**config.mk**
```make
export PLATFORM = sky130hd
export DESIGN_NAME = shift_reg_univ
export DESIGN_NICKNAME = d
export VERILOG_FILES = /design/src/rtl/shift_pkg.sv /design/src/rtl/shift_reg_univ.sv
export SDC_FILE = /design/constraint.sdc
export NUM_CORES = 1
export LEC_CHECK = 0
export CORE_UTILIZATION = 46
export DETAILED_ROUTE_END_ITERATION = 10
export PLACE_DENSITY_LB_ADDON = 0.05
export SETUP_SLACK_MARGIN = 0.1
export SLEW_MARGIN = 20
export SYNTH_ARGS = -nofsm -noshare
export SYNTH_HDL_FRONTEND = slang
export SYNTH_SLANG_ARGS = --single-unit
```
**constraint.sdc**
```tcl
create_clock -name clk -period 1.89 [get_ports clk]
set_input_delay 0.4725 -clock clk [delete_from_list [all_inputs] [get_ports clk]]
set_output_delay 0.4725 -clock clk [all_outputs]
set_load 0.01 [all_outputs]
```
**src/rtl/shift_pkg.sv**
```systemverilog
// Shared encodings for the universal shift register: idle-time operation
// select values and the two-state burst controller encoding.
package shift_pkg;

    typedef enum logic [1:0] {
        MODE_HOLD = 2'b00,
        MODE_LOAD = 2'b01,
        MODE_SHL  = 2'b10,
        MODE_SHR  = 2'b11
    } mode_t;

    typedef enum logic {
        ST_IDLE  = 1'b0,
        ST_SHIFT = 1'b1
    } state_t;

endpackage : shift_pkg

```
**src/rtl/shift_reg_univ.sv**
```systemverilog
// Universal shift register with hold/load/shift-left/shift-right while idle,
// plus a start-triggered burst that serialises d LSB first on sout.
module shift_reg_univ
    import shift_pkg::*;
#(
    parameter int               WIDTH     = 8,
    parameter logic [WIDTH-1:0] RESET_VAL = '0
) (
    input  logic             clk,
    input  logic             rstn,
    input  logic             en,
    input  logic [1:0]       mode,
    input  logic [WIDTH-1:0] d,
    input  logic             sin,
    input  logic             start,
    output logic [WIDTH-1:0] q,
    output logic             sout,
    output logic             busy,
    output logic             done
);

    localparam int               CNT_W    = $clog2(WIDTH);
    localparam logic [CNT_W-1:0] CNT_LAST = CNT_W'(WIDTH - 1);

    state_t           state_reg;
    logic [WIDTH-1:0] q_reg;
    logic [CNT_W-1:0] cnt_reg;
    logic             done_reg;

    logic [WIDTH-1:0] shl_next;
    logic [WIDTH-1:0] shr_next;

    assign shl_next = {q_reg[WIDTH-2:0], sin};
    assign shr_next = {sin, q_reg[WIDTH-1:1]};

    always_ff @(posedge clk or negedge rstn) begin
        if (!rstn) begin
            state_reg <= ST_IDLE;
            q_reg     <= RESET_VAL;
            cnt_reg   <= '0;
            done_reg  <= 1'b0;
        end else begin
            done_reg <= 1'b0;
            unique case (state_reg)
                ST_IDLE: begin
                    // start outranks en/mode so a burst can never be lost
                    if (start) begin
                        q_reg     <= d;
                        cnt_reg   <= '0;
                        state_reg <= ST_SHIFT;
                    end else if (en) begin
                        case (mode)
                            MODE_LOAD: q_reg <= d;
                            MODE_SHL:  q_reg <= shl_next;
                            MODE_SHR:  q_reg <= shr_next;
                            default:   q_reg <= q_reg;
                        endcase
                    end
                end
                ST_SHIFT: begin
                    q_reg <= shr_next;
                    if (cnt_reg == CNT_LAST) begin
                        cnt_reg   <= '0;
                        state_reg <= ST_IDLE;
                        done_reg  <= 1'b1;
                    end else begin
                        cnt_reg <= cnt_reg + CNT_W'(1);
                    end
                end
                default: state_reg <= ST_IDLE;
            endcase
        end
    end

    assign q    = q_reg;
    assign busy = (state_reg == ST_SHIFT);
    assign done = done_reg;

    // Left shifts push out the MSB; everything else drains from the LSB.
    always_comb begin
        sout = q_reg[0];
        if (state_reg == ST_IDLE && mode == MODE_SHL)
            sout = q_reg[WIDTH-1];
    end

endmodule : shift_reg_univ
```
==> impl_metrics.ini <==
[status]
status = complete, no violations

[cells_and_area]
n_fill_cell = 145
largest_reg_flops = 8
area_delta_synth_final_pct = 42.9
nets = 143
utilization_pct = 73.1
fin_cells = 150
final_area_mm2 = 0.00130
antennaDiodeCount = 0
drive_above_1_share_pct = 23.2

[floorplanning]
die_w_um = 46.5
rows = 15
floorplan.initialDensity_pct = 51.2
die_area_mm2 = 0.00217
io_pins = 26
die_y_um = 46.5
fp.coreArea_mm2 = 0.00178

[routing]
wl_per_cell_um = 15.7
drt_iter0_markers = 24
ant_nets = 0
vias = 851
drc = 0
firstDrtPassIters = 4
via_per_inst = 5.67
drt_wl_total_um = 2360

[pwr]
power_density_mw_per_mm2 = 1480
irDropWorstVdd_uv = 918
leakagePower_nw = 0.502
finalPower_mw = 1.93

[sta]
maxSlewHeadroom_pct = 64.2
max_slew.worst_pin.slew_ns = 0.537
holdWs_ns = 0.501
clock_skew_ns = 0.00202
hold_violations = 0
worst_slack_ns = 0.0389
rsz0062_at_grt = true
setup_tns_ns = 0
finalSetupViolations = 0
clock.fmax_ghz = 0.540
final_max_slew_viol_count = 0
layout_min_cycle_time_ns = 1.85
min_period_over_period_pct = 97.9

[placement]
place_congestion = 0.790
dp_slack_ns = -0.640
place_area_mm2 = 0.00121
dp_cells = 144
dpl.hpwl_um = 1540
port_buffers = 25

[synthesis]
synth_mux_area_share_pct = 1.23
ys_seq_area_share_pct = 35.7
synth_nets = 110
syn_inst = 93
yosys_warnings = 0
synth-simple-area-share_pct = 32.6
synth_top_family_by_area = simple AND/OR/NAND/NOR gates
synth_compound_area_share_pct = 22.4
synth_adder_area_share_pct = 2.74
synth-xor-area-share_pct = 0
ys_ff_latch = 13
syn_area_um2 = 912
syn_avg_cell_area_um2 = 9.81
synth.distinct_cells = 21

[clocking]
cts_root_buf = clkbuf_4
cts_tree = built
clock-sinks = 13
hold_buffers = 0
cts_max_level = 1
path_clk_slew_ns = 0.09
cts_buffers = 3
clock_latency_ns = 0.27
clock_path_buffers = 2

[global_route]
grt_max_degree = 18
grt_pass1_wl_um = 3720
grt_pass1_vias = 805
grt.total_usage_pct = 24.7
antenna_found_initial = 0
grt.overflow.total = 0

[run]
maxCapViolCount = 0

[worst_setup_path]
r2r_cells = 5
timing.rr.start = busy$_DFF_PN0_
crit_fanout = 2
crit_type = in -> out
cp-end-kind = primary output
cp-start-kind = primary input
crit_arrival_ns = 1.38
cp.required_ns = 1.42
critPathLaunch = mode[0]

[hold_path]
hold_class = in -> async
-- cell families after synthesis --
| group | after synthesis |
|---|---|
| AOI/OAI and AO/OA | 20 |
| adders and majority gates | 2 |
| buffers and inverters | 8 |
| DFF | 13 |
| muxes | 1 |
| and+or+nand+nor | 49 |
-- layout make-up --
type,count,area (um2),share of cell area [%]
Multi-Input combinational cell,72,553,42.4
Timing Repair Buffer,36,365,28.0
Clock buffer,3,22.5,1.73
Clock inverter,1,5.00,0.384
Sequential cell,13,327,25.0
Tap cell,25,31.3,2.40
-- layout by cell type, fill, tap and decap left out, types with 2 or more instances in the layout --
cell / n
buf_4: 9
nand3b_1: 8
and2_1: 9
ha_1: 2
clkdlybuf4s50_1: 21
nor3b_1: 8
a41oi_2: 8
clkbuf_4: 3
nor2_1: 3
nand2_1: 8
o21ai_0: 8
nor3_1: 8
dfrtp_1: 12
a22o_1: 3
-- layer usage --
layer	vias up	global-route usage (%)	wire length [um]
li1	403	-	-
met1	425	32.2	1140
met2	23	41.7	1140
met3	0	3.92	79
met4	0	6.47	0
met5	-	0	0
-- worst paths after layout --
check	end	slack, ns
setup / recovery	sout	0.04
hold / removal	q[3]$_DFFE_PN0P_	0.50
setup reg to reg	q[1]$_DFFE_PN0P_	0.26
hold reg to reg	cnt_reg[1]$_DFFE_PN0P_	0.52
max in group asynchronous	busy$_DFF_PN0_	1.21
min in group clk	cnt_reg[1]$_DFFE_PN0P_	0.52
-- worst max-delay path, stage by stage --
cell and delay (ns):
clkdlybuf4s15_1 0.23, nor3b_4 0.23, mux2_4 0.33, buf_6 0.12
-- cell usage after synthesis --
master     n  area [um2]
a22o_1     3        26.3
and2_1     9        56.3
nand2b_4   1        13.8
clkbuf_1   1        3.75
ha_1       2        25.0
nor2_1     3        11.3
nand3b_1   8        60.1
nor3_1     8        40.0
nor3b_1    9        67.6
nor2b_1    1        6.26
o21a_1     1        7.51
mux2_1     1        11.3
or2_0      1        6.26
buf_6      2        22.5
buf_1      2        7.51
dfrtp_1   13         325
nand2_1    8        30.0
o21ai_0    8        40.0
a41oi_2    8         130
buf_2      3        15.0
nand2b_1   1        6.26
-- report_power, final --
part	internal [mW]	switching, mW
Clock	0.0784	0.0980
Combinational	0.714	0.459
Sequential	0.426	0.152
-- what timing repair did --
item,4_1_cts,5_1_grt
buffers inserted,0,1
pin swaps,1,1
setup endpoints to repair,2,1
cloned,1,0
gates resized for setup,14,4
Note: power is estimated with default switching activity, not from simulation.
